<file path="src/rtl/ahf_mcport_pkg.sv">
// Shared constants and state types for the ahf_mcport_v inter-core message port.
package ahf_mcport_pkg;

  localparam logic [7:0] OFS_DATA = 8'h80;
  localparam logic [7:0] OFS_STAT = 8'hC0;
  localparam logic [7:0] OFS_CTRL = 8'hE0;

  localparam int unsigned ST_RX_EMPTY = 0;
  localparam int unsigned ST_RX_FULL  = 1;
  localparam int unsigned ST_TX_EMPTY = 2;
  localparam int unsigned ST_TX_FULL  = 3;
  localparam int unsigned ST_TX_BUSY  = 4;
  localparam int unsigned ST_ERR      = 5;
  localparam int unsigned ST_RX_COUNT = 6;

  typedef enum logic [1:0] {TX_IDLE, TX_REQ, TX_REL} tx_state_e;
  typedef enum logic {RX_IDLE, RX_ACK} rx_state_e;

endpackage

</file>
<file path="src/rtl/ahf_sync_fifo_v.sv">
// Synchronous FIFO with occupancy count and flush; full/empty come from registered state only.
module ahf_sync_fifo_v #(
  parameter int unsigned W     = 14,
  parameter int unsigned DEPTH = 4,
  localparam int unsigned AW   = $clog2(DEPTH),
  localparam int unsigned CW   = $clog2(DEPTH + 1)
) (
  input  logic          i_clk,
  input  logic          i_rst_n,
  input  logic          i_flush,
  input  logic          i_push,
  input  logic [W-1:0]  i_wdata,
  input  logic          i_pop,
  output logic [W-1:0]  o_rdata,
  output logic          o_full,
  output logic          o_empty,
  output logic [CW-1:0] o_count
);

  logic [W-1:0]  r_mem [DEPTH];
  logic [AW-1:0] r_wptr, r_rptr;
  logic [CW-1:0] r_count;
  logic          w_do_push, w_do_pop;

  assign o_empty   = (r_count == '0);
  assign o_full    = (r_count == CW'(DEPTH));
  assign o_count   = r_count;
  assign o_rdata   = r_mem[r_rptr];
  assign w_do_pop  = i_pop & ~o_empty;
  // A push into a full FIFO is accepted only when the head leaves in the same cycle.
  assign w_do_push = i_push & (~o_full | w_do_pop);

  always_ff @(posedge i_clk) begin
    if (w_do_push && !i_flush) r_mem[r_wptr] <= i_wdata;
  end

  always_ff @(posedge i_clk or negedge i_rst_n) begin
    if (!i_rst_n) begin
      r_wptr  <= '0;
      r_rptr  <= '0;
      r_count <= '0;
    end else if (i_flush) begin
      r_wptr  <= '0;
      r_rptr  <= '0;
      r_count <= '0;
    end else begin
      if (w_do_push) r_wptr <= r_wptr + 1'b1;
      if (w_do_pop)  r_rptr <= r_rptr + 1'b1;
      r_count <= r_count + CW'(w_do_push) - CW'(w_do_pop);
    end
  end

endmodule

</file>
<file path="src/rtl/ahf_mcport_v.sv">
// Multi-channel message port: CPU-mapped TX/RX FIFOs per channel with 4-phase peer links.
module ahf_mcport_v
  import ahf_mcport_pkg::*;
#(
  parameter int unsigned NCH      = 3,
  parameter int unsigned W        = 14,
  parameter int unsigned DEPTH    = 4,
  parameter int unsigned BLOCKING = 1
) (
  input  logic             Clk_pin0,
  input  logic             Reset_pin,
  input  logic [7:0]       cpu_addr,
  input  logic             cpu_rd,
  input  logic             cpu_wr,
  input  logic [W-1:0]     cpu_wdata,
  output logic [W-1:0]     cpu_rdata,
  output logic             cpu_stall,
  output logic [NCH*W-1:0] tx_data,
  output logic [NCH-1:0]   tx_req,
  input  logic [NCH-1:0]   tx_ack,
  input  logic [NCH*W-1:0] rx_data,
  input  logic [NCH-1:0]   rx_req,
  output logic [NCH-1:0]   rx_ack,
  output logic             irq
);

  localparam int unsigned CW = $clog2(DEPTH + 1);

  logic [NCH-1:0] w_data_sel, w_stat_sel, w_ctrl_sel;
  logic [NCH-1:0] w_rx_empty, w_rx_full, w_tx_empty, w_tx_full, w_tx_busy;
  logic [NCH-1:0] w_tx_push, w_tx_pop, w_rx_push, w_rx_pop, w_flush, w_rx_ie;
  logic [W-1:0]   w_rx_head [NCH];
  logic [W-1:0]   w_tx_head [NCH];
  logic [W-1:0]   w_status  [NCH];
  logic [W-1:0]   r_rdata, w_rdata_d;
  logic           w_wr, w_rd, w_stall_cond, w_stall;

  assign w_wr = cpu_wr;
  assign w_rd = cpu_rd & ~cpu_wr;

  assign w_stall_cond = (w_rd & |(w_data_sel & w_rx_empty)) | (w_wr & |(w_data_sel & w_tx_full));
  assign w_stall      = (BLOCKING != 0) ? w_stall_cond : 1'b0;
  assign cpu_stall    = w_stall;
  assign cpu_rdata    = r_rdata;
  assign irq          = |(w_rx_ie & ~w_rx_empty);

  for (genvar c = 0; c < NCH; c++) begin : g_ch
    tx_state_e     r_tx_st, w_tx_st_d;
    rx_state_e     r_rx_st, w_rx_st_d;
    logic [W-1:0]  r_tx_data, w_stat;
    logic [CW-1:0] w_rx_count, w_unused_tx_count;
    logic          r_rx_ie, r_err, w_pop, w_push, w_err_set, w_err_clr;

    assign w_data_sel[c] = (cpu_addr == OFS_DATA + 8'(c));
    assign w_stat_sel[c] = (cpu_addr == OFS_STAT + 8'(c));
    assign w_ctrl_sel[c] = (cpu_addr == OFS_CTRL + 8'(c));

    assign w_tx_push[c] = w_wr & w_data_sel[c] & ~w_tx_full[c];
    assign w_rx_pop[c]  = w_rd & w_data_sel[c] & ~w_rx_empty[c];
    assign w_flush[c]   = w_wr & w_ctrl_sel[c] & cpu_wdata[1];
    assign w_err_set    = (BLOCKING == 0) & w_data_sel[c] &
                          ((w_wr & w_tx_full[c]) | (w_rd & w_rx_empty[c]));
    assign w_err_clr    = w_rd & w_stat_sel[c];

    ahf_sync_fifo_v #(.W(W), .DEPTH(DEPTH)) u_tx_fifo (
      .i_clk(Clk_pin0), .i_rst_n(Reset_pin), .i_flush(w_flush[c]),
      .i_push(w_tx_push[c]), .i_wdata(cpu_wdata), .i_pop(w_tx_pop[c]),
      .o_rdata(w_tx_head[c]), .o_full(w_tx_full[c]), .o_empty(w_tx_empty[c]),
      .o_count(w_unused_tx_count)
    );

    ahf_sync_fifo_v #(.W(W), .DEPTH(DEPTH)) u_rx_fifo (
      .i_clk(Clk_pin0), .i_rst_n(Reset_pin), .i_flush(w_flush[c]),
      .i_push(w_rx_push[c]), .i_wdata(rx_data[c*W +: W]), .i_pop(w_rx_pop[c]),
      .o_rdata(w_rx_head[c]), .o_full(w_rx_full[c]), .o_empty(w_rx_empty[c]),
      .o_count(w_rx_count)
    );

    always_comb begin
      w_tx_st_d = r_tx_st;
      w_pop     = 1'b0;
      unique case (r_tx_st)
        TX_IDLE: if (!w_tx_empty[c]) begin
          w_tx_st_d = TX_REQ;
          w_pop     = 1'b1;
        end
        TX_REQ:  if (tx_ack[c])  w_tx_st_d = TX_REL;
        TX_REL:  if (!tx_ack[c]) w_tx_st_d = TX_IDLE;
        default: w_tx_st_d = TX_IDLE;
      endcase
    end

    always_comb begin
      w_rx_st_d = r_rx_st;
      w_push    = 1'b0;
      unique case (r_rx_st)
        RX_IDLE: if (rx_req[c] && !w_rx_full[c]) begin
          w_rx_st_d = RX_ACK;
          w_push    = 1'b1;
        end
        RX_ACK:  if (!rx_req[c]) w_rx_st_d = RX_IDLE;
        default: w_rx_st_d = RX_IDLE;
      endcase
    end

    always_ff @(posedge Clk_pin0 or negedge Reset_pin) begin
      if (!Reset_pin) begin
        r_tx_st   <= TX_IDLE;
        r_rx_st   <= RX_IDLE;
        r_tx_data <= '0;
        r_rx_ie   <= 1'b0;
        r_err     <= 1'b0;
      end else begin
        r_tx_st <= w_tx_st_d;
        r_rx_st <= w_rx_st_d;
        if (w_pop) r_tx_data <= w_tx_head[c];
        if (w_wr && w_ctrl_sel[c]) r_rx_ie <= cpu_wdata[0];
        if (w_flush[c] || w_err_clr) r_err <= 1'b0;
        else if (w_err_set)          r_err <= 1'b1;
      end
    end

    always_comb begin
      w_stat                        = '0;
      w_stat[ST_RX_EMPTY]           = w_rx_empty[c];
      w_stat[ST_RX_FULL]            = w_rx_full[c];
      w_stat[ST_TX_EMPTY]           = w_tx_empty[c];
      w_stat[ST_TX_FULL]            = w_tx_full[c];
      w_stat[ST_TX_BUSY]            = w_tx_busy[c];
      w_stat[ST_ERR]                = r_err;
      w_stat[ST_RX_COUNT +: CW]     = w_rx_count;
    end

    assign w_status[c]       = w_stat;
    assign w_tx_pop[c]       = w_pop;
    assign w_rx_push[c]      = w_push;
    assign w_rx_ie[c]        = r_rx_ie;
    assign w_tx_busy[c]      = (r_tx_st != TX_IDLE);
    assign tx_req[c]         = (r_tx_st == TX_REQ);
    assign rx_ack[c]         = (r_rx_st == RX_ACK);
    assign tx_data[c*W +: W] = r_tx_data;
  end

  always_comb begin
    w_rdata_d = '0;
    for (int c = 0; c < NCH; c++) begin
      if (w_data_sel[c]) w_rdata_d = w_rx_empty[c] ? '0 : w_rx_head[c];
      if (w_stat_sel[c]) w_rdata_d = w_status[c];
      if (w_ctrl_sel[c]) w_rdata_d = W'(w_rx_ie[c]);
    end
  end

  // A stalled read leaves the previous data in place until it completes.
  always_ff @(posedge Clk_pin0 or negedge Reset_pin) begin
    if (!Reset_pin)            r_rdata <= '0;
    else if (w_rd && !w_stall) r_rdata <= w_rdata_d;
  end

endmodule

</file>
<file path="config.mk">
export PLATFORM = sky130hd
export DESIGN_NAME = ahf_mcport_v
export DESIGN_NICKNAME = d
export VERILOG_FILES = /design/src/rtl/ahf_mcport_pkg.sv /design/src/rtl/ahf_sync_fifo_v.sv /design/src/rtl/ahf_mcport_v.sv
export SDC_FILE = /design/constraint.sdc
export NUM_CORES = 1
export LEC_CHECK = 0
export BUFFER_PORTS_ARGS = -buffer_cell sky130_fd_sc_hd__buf_4
export CORE_MARGIN = 10
export CORE_UTILIZATION = 30
export DETAILED_ROUTE_END_ITERATION = 10
export PLACE_DENSITY_LB_ADDON = 0.12
export RECOVER_POWER = 100
export SLEW_MARGIN = 40
export SYNTH_ARGS = -nofsm -noshare
export SYNTH_HDL_FRONTEND = slang
export SYNTH_HIERARCHICAL = 1
export SYNTH_SLANG_ARGS = --single-unit
</file>
<file path="constraint.sdc">
create_clock -name Clk_pin0 -period 2.9 [get_ports Clk_pin0]
set_input_delay 0.145 -clock Clk_pin0 [delete_from_list [all_inputs] [get_ports Clk_pin0]]
set_output_delay 0.145 -clock Clk_pin0 [all_outputs]
set_load 0.005 [all_outputs]
</file>
==> results of run 1 <==
## cell usage in the layout, fill, tap and decap left out, types with 7 or more instances in the layout
master	netlist	final
dlygate4sd3_1	0	63
edfxtp_1	336	336
clkbuf_2	0	12
and2_0	0	17
and2_1	25	8
nor3_1	13	12
clkbuf_1	11	119
inv_1	28	28
ha_1	30	30
dfrtp_1	110	110
o21ai_0	3	9
a32oi_1	9	9
clkbuf_16	0	52
mux2i_1	7	7
nor2_1	53	53
mux2_2	46	46
a21o_1	7	7
nor3b_1	18	18
nand2b_1	23	23
a21oi_1	11	11
o22ai_1	10	10
buf_4	9	59
clkbuf_4	0	41
xor2_1	18	18
mux4_2	84	84
clkinv_2	0	8
nand2_1	25	25
nor2b_1	15	17
## power groups by stage
stage	clock [mW]	sequential (mW)	combinational, mW
floorplan	0	8.54	3.20
global placement	0	8.71	4.93
detailed placement	0	8.73	4.94
CTS	6.21	8.61	5.04
global route	6.47	8.69	5.16
finish	5.97	8.55	4.58
## state kept, by name (all words and copies together), names as in the netlist
name	cells
g_ch.u_rx_fifo/r_wptr	6
g_ch.u_tx_fifo/r_rptr	6
g_ch.u_rx_fifo/r_rptr	6
g_ch.r_tx_data	42
g_ch.r_tx_st	6
g_ch.u_tx_fifo/r_wptr	6
g_ch.r_rx_st	3
g_ch.u_tx_fifo/r_mem	168
cpu_rdata	14
g_ch.r_rx_ie	3
g_ch.u_tx_fifo/o_count	9
g_ch.u_rx_fifo/o_count	9
g_ch.u_rx_fifo/r_mem	168
## area by class of cell
class	instances	share of cell area
Sequential cell	446	0.564
Multi-Input combinational cell	525	0.235
Timing Repair Buffer	280	0.0816
Clock buffer	74	0.0625
Tap cell	837	0.0460
Clock inverter	22	0.00615
Inverter	29	0.00478
Antenna cell	1	0.000110
## cell families after synthesis
| family | count (synthesis) | share of synthesized area |
|---|---|---|
| fa+ha+maj | 36 | 0.0265 |
| flops | 446 | 0.687 |
| buf+inv | 78 | 0.0241 |
| mux | 143 | 0.137 |
| xor+xnor | 24 | 0.0112 |
| simple gates | 219 | 0.0715 |
| compound gates | 103 | 0.0427 |
## synthesized netlist by cell type (7+ instances only)
library cell / instances / share of area
a21o_1: 7 / 0.0028
ha_1: 30 / 0.020
mux2_2: 46 / 0.028
nand2_1: 25 / 0.0050
buf_4: 9 / 0.0036
o21ai_1: 8 / 0.0021
dfrtp_1: 110 / 0.15
a32oi_1: 9 / 0.0042
buf_6: 14 / 0.0084
nand2b_1: 23 / 0.0077
inv_1: 28 / 0.0056
nor2b_1: 15 / 0.0050
edfxtp_1: 336 / 0.54
mux2i_1: 7 / 0.0037
xor2_1: 18 / 0.0084
o22ai_1: 10 / 0.0033
buf_2: 15 / 0.0040
clkbuf_1: 11 / 0.0022
nor3_1: 13 / 0.0035
nor2_1: 53 / 0.011
nor3b_1: 18 / 0.0072
mux4_2: 84 / 0.10
and2_1: 25 / 0.0084
a21oi_1: 11 / 0.0029
## metal layers
layer	up-vias	wire length, um	track usage
met3	72	1990	0.0266
met5	-	0	0
met2	198	22800	0.212
met1	5314	20000	0.159
met4	0	1120	0.0405
li1	4682	-	-
## per-stage QoR
step | area, um^2 | worst slack (ns) | util
2_1_floorplan | 18700 | 0.0781 | -
3_3_place_gp | 21100 | 0.102 | 0.343
3_5_place_dp | 21100 | 0.0849 | 0.343
4_1_cts | 23300 | 0.116 | 0.378
5_1_grt | 22800 | 0.0225 | 0.369
6_report | 22800 | 0.220 | 0.369
## path summary, 6_finish.rpt
kind,start,to,depth (start not counted)
hold / removal,cpu_addr[3],g_ch[2].r_rx_ie$_DFFE_PN0P_,5
hold reg to reg,g_ch[0].r_tx_data[6]$_DFFE_PN0P_,g_ch[0].r_tx_data[6]$_DFFE_PN0P_,1
setup reg to reg,g_ch[1].u_rx_fifo/o_count[0]$_DFF_PN0_,cpu_rdata[10]$_DFFE_PN0P_,8
min in group asynchronous,Reset_pin,g_ch[2].r_tx_data[1]$_DFFE_PN0P_,2
setup / recovery,g_ch[0].u_tx_fifo/o_count[1]$_DFF_PN0_,cpu_stall,5
max in group asynchronous,Reset_pin,cpu_rdata[7]$_DFFE_PN0P_,3
## worst max-delay path: stages (launching register included)
cell and delay [ns]:
dfrtp_1 0.49, nor3b_1 0.56, a222oi_1 0.25, o22ai_1 0.19
and2_0 0.27, buf_4 0.16
## what timing repair did
item                                    4_1_cts  5_1_grt
setup buffers                                 0        0
hold endpoints to repair                    437        0
endpoints found under the setup margin        0        0
hold buffers                                 63        0
resized for setup                             0        0
==> metrics.txt, run 1 <==
worst vdd ir=424 uV; endpoint class of the critical path=output pin; Tcrit/Tclk final=0.924; combinational share of power=0.240; Worst EP arrival=2.53 ns; PwrDens=839 nW/um^2; Synth Warn #=6; Yosys cell types=66; Sink Count=446; Die X=270 um; clk_skew=0.0250 ns; Vias/cell=4.64; vias in the first global route=11,000; violated checks=max-capacitance violations, max-slew violations; DRC=0; net switching fraction of the power=0.287; Synth Flop Type=edfxtp_1; Final nets=1,443; MaxCap Viol Count=1; DR WL/cell=20.7 um; sequential area share after synthesis=0.687; CTS max path bufs=3; ANT nets after route=0; Clock power frac=0.313; status=finished with violations; number of buffers created by CTS=51; root buffer cell=clkbuf_16; Fmax=0.373 GHz; area delta synth->final=21.8%; final wirelength=45.9 mm; grt ovf=0; max-slew violation count=43; Initial Util=0.303; drt pass-1 iters=5; H-tree Lvls=2; Die Ht=270 um; final hold violations=0; Final Instance Count excl. Fillers=2,214; Reg area=12,800 um^2; Hold Path Class=primary input to flip-flop; GRT Util Overall=0.126; crit path time final=2.68 ns; layout cell share with drive strength beyond 1=0.249; Cells after DPL=2,054; Seq cells post-synth=446; PnR Total Power=19.1 mW; R2R setup slack=0.23 ns; IO Pins=138; Cells after Synth=1,049; setup TNS=0 ns; GPL Wtd Cong=0.798; max_slew headroom=-0.461; Pint=13.6 mW; CTS tree=built; Psw=5.48 mW; critical path type=flip-flop to output pin; Iter 0 DRT Violations=667; syn nets=1,159; Buffers on Ports=137; area of the multi-input gates=5350 um^2; Core Region=61,700 um^2; Vias=10,300; # setup viols final=0; slew at the pin with the worst max-slew slack=2.19 ns; hpwl dp=31.5 mm; Startpoint Class=flip-flop; RSZ-0062 raised after global routing=false; initial antenna violation count=1; cell row count=91; CTS clk-pin slew, worst paths=0.06 ns; crit path max fanout=7; Flop pwr share=0.447; Worst-Skew Late Latency=0.60 ns; Fillers=5,928; Post-synth EDFFs=336; Synth async-reset ratio=0.247; Post-Syn Area per Cell=17.8 um^2; Synth Cell Area=18,700 um^2; Hold WS=0.157 ns; largest net degree at the start of global routing=69; wire length of the first global-routing pass=70.4 mm; die area=72,700 um^2; worst path required time=2.76 ns; leak pwr=7.90 nW
(Power assumes the default switching activity.)
==> inputs of run 2 (changes only) <==
--- a/config.mk
+++ b/config.mk
@@ -8,9 +8,11 @@
 export BUFFER_PORTS_ARGS = -buffer_cell sky130_fd_sc_hd__buf_4
 export CORE_MARGIN = 10
 export CORE_UTILIZATION = 30
+export CTS_CLUSTER_SIZE = 8
 export DETAILED_ROUTE_END_ITERATION = 10
 export PLACE_DENSITY_LB_ADDON = 0.12
 export RECOVER_POWER = 100
+export SETUP_SLACK_MARGIN = 0.4
 export SLEW_MARGIN = 40
 export SYNTH_ARGS = -nofsm -noshare
 export SYNTH_HDL_FRONTEND = slang
==> run 2 against run 1 <==
The run still ends with max-capacitance violations, max-slew violations left. Critical path type unchanged. Clock skew is 0.015 ns lower. Setup slack gained 0.043 ns. Sequential share of layout area down 1.8 points. Maximum frequency is 1.6% higher.
==> metrics.txt, run 2 (synthesis results as in run 1) <==
Vias/cell=4.57 (-1.4%); max_slew headroom=-0.0957 (+0.365); clk_skew=0.00973 ns (-0.0153 ns); Core Util, Final=0.382 (+0.0125); critical path type=flip-flop to output pin; DR WL/cell=20.5 um (-0.92%); Crit path buffers/inverters=4 (+3); CTS max path bufs=3 (unchanged); leak pwr=8.22 nW (+4.1%); final wirelength=46.2 mm (+0.60%); crit path time final=2.64 ns (-0.0426 ns); CP top delay family=buffers and inverters; Buffers on Ports=137 (unchanged); number of buffers created by CTS=66 (+29%); Initial Util=0.303 (unchanged); max-slew violation count=26 (-40%); GPL Wtd Cong=0.790 (-0.89%); layout cell share with drive strength beyond 1=0.269 (+0.0195); Final nets=1,468 (+1.7%); Hold WS=0.173 ns (+0.0158 ns); cell row count=91 (unchanged); drt pass-1 iters=5 (unchanged); Fmax=0.379 GHz (+1.6%); CTS tree=built; # setup viols final=0 (unchanged); die area=72,700 um^2 (unchanged); worst slack at placement=0.150 ns (+0.0648 ns); Hold Path Class=primary input to flip-flop; endpoint class of the critical path=output pin; busiest grt layer=met2; commonest non-fill, non-tap cell in the layout=edfxtp_1; MaxCap Viol Count=1 (unchanged); routing usage on met2=0.216 (+0.00381); slowest stage cell, crit path=nor3_1; Slowest Stage Delay on Critical Path=0.51 ns (-0.05 ns); Worst EP arrival=2.49 ns (-0.04 ns); vias in the first global route=11,100 (+0.33%); met3 Usage GRT=0.0330 (+0.00646); wire length of the first global-routing pass=70.7 mm (+0.34%); status=finished with violations; Worst-Skew Late Latency=0.58 ns (-0.02 ns); grt ovf=0 (unchanged); worst vdd ir=372 uV (-12%); Die Ht=270 um (unchanged); H-tree Lvls=3 (+1); largest net degree at the start of global routing=43 (-38%); DRC=0 (unchanged); Top Registers=g_ch.u_rx_fifo/r_mem: 168 flops, g_ch.u_tx_fifo/r_mem: 168 flops, g_ch.r_tx_data: 42 flops; CP dominant cell by count=buf_4; IO Pins=138 (unchanged); crit path max fanout=7 (unchanged); Core Region=61,700 um^2 (unchanged); hpwl dp=31.5 mm (about the same); worst path required time=2.76 ns (about the same); CTS clk-pin slew, worst paths=0.05 ns (about the same); PwrDens=872 nW/um^2 (+4.0%); Sink Count=446 (unchanged); Startpoint Class=flip-flop; commonest non-fill, non-tap cells in the layout=336 x edfxtp_1, 138 x clkbuf_1, 105 x dfrtp_1, 84 x mux4_2; slew at the pin with the worst max-slew slack=1.64 ns (-0.547 ns); Iter 0 DRT Violations=554 (-17%); root buffer cell=clkbuf_16; Tcrit/Tclk final=0.909 (-0.0147); ANT nets after route=0 (unchanged); violated checks=max-capacitance violations, max-slew violations; met1 usage=0.155 (-0.00401); initial antenna violation count=1 (unchanged); setup TNS=0 ns (unchanged); crit path cell chain=nor3_1, buf_4, buf_4, inv_1, a221o_1, buf_4; Vias=10,300 (+0.12%); RSZ-0062 raised after global routing=true; PnR Total Power=20.5 mW (+7.5%); final hold violations=0 (unchanged); GRT Util Overall=0.127 (+0.00158); area delta synth->final=25.9%; final worst slack=0.263 ns (+0.0426 ns); Die X=270 um (unchanged)
## run 2: cell types whose count changed in the layout (fill, tap and decap cells not counted), moves of 6 or more
cell,change
clkinv_2,-8
clkbuf_16,+17
and2_1,-7
and2_0,+6
buf_4,+10
clkbuf_1,+19
buf_12,+8
## run 2: layout make-up
| cell class | count | area [um^2] |
|---|---|---|
| fill | 5844 | 38200 |
| multi-input combinational | 525 | 5480 |
| clock buffer | 115 | 1920 |
| sequential | 446 | 12800 |
| tap | 837 | 1050 |
| inverter | 29 | 109 |
| timing repair buffer | 290 | 2070 |
| antenna | 1 | 2.50 |
| clock inverter | 5 | 68.8 |
## run 2: path summary, 6_finish.rpt
| kind | startpoint | endpoint | slack [ns] | depth (start not counted) |
|---|---|---|---|---|
| max in group asynchronous | Reset_pin | g_ch[0].r_tx_data[0]$_DFFE_PN0P_ | 0.95 | 3 |
| min in group asynchronous | Reset_pin | g_ch[1].r_tx_data[13]$_DFFE_PN0P_ | 0.53 | 2 |
| hold / removal | cpu_addr[3] | cpu_rdata[3]$_DFFE_PN0P_ | 0.17 | 6 |
| setup reg to reg | g_ch[1].u_rx_fifo/o_count[2]$_DFF_PN0_ | g_ch[1].u_rx_fifo/o_count[1]$_DFF_PN0_ | 0.29 | 10 |
| hold reg to reg | g_ch[2].r_tx_data[10]$_DFFE_PN0P_ | g_ch[2].r_tx_data[10]$_DFFE_PN0P_ | 0.50 | 1 |
| setup / recovery | g_ch[1].u_rx_fifo/o_count[2]$_DFF_PN0_ | irq | 0.26 | 6 |
## run 2: what timing repair did
item	4_1_cts	5_1_grt
hold buffers	66	0
resized for setup	8	13
setup endpoints to repair	9	125
pin swaps	1	4
endpoints found under the hold margin	458	0
buffers inserted	1	7
## run 2: tightest hold or removal path, stage by stage
cell and delay, ns:
buf_4 0.14, nor4_4 0.07, nand2_1 0.10, o22ai_1 0.10, o221ai_1 0.09, a21oi_2 0.06
## run 2: power by group
group          switching (mW)  leakage (nW)  internal (mW)
Clock                    2.73         0.945           4.48
Combinational            2.19          2.91           2.49
Sequential              0.798          4.36           7.84
## run 2: metal layers
| metal | vias to the layer above | routed length [um] |
|---|---|---|
| met4 | 0 | 1350 |
| met1 | 5238 | 19500 |
| met2 | 220 | 23200 |
| met5 | - | 0 |
| li1 | 4735 | - |
| met3 | 85 | 2150 |
## run 2: per-stage QoR
stage	instances	cell area, um^2
3_5_place_dp	2053	21300
6_report	2248	23500
5_1_grt	2248	23500
2_1_floorplan	1049	18800
4_1_cts	2240	24000
3_3_place_gp	2053	21300
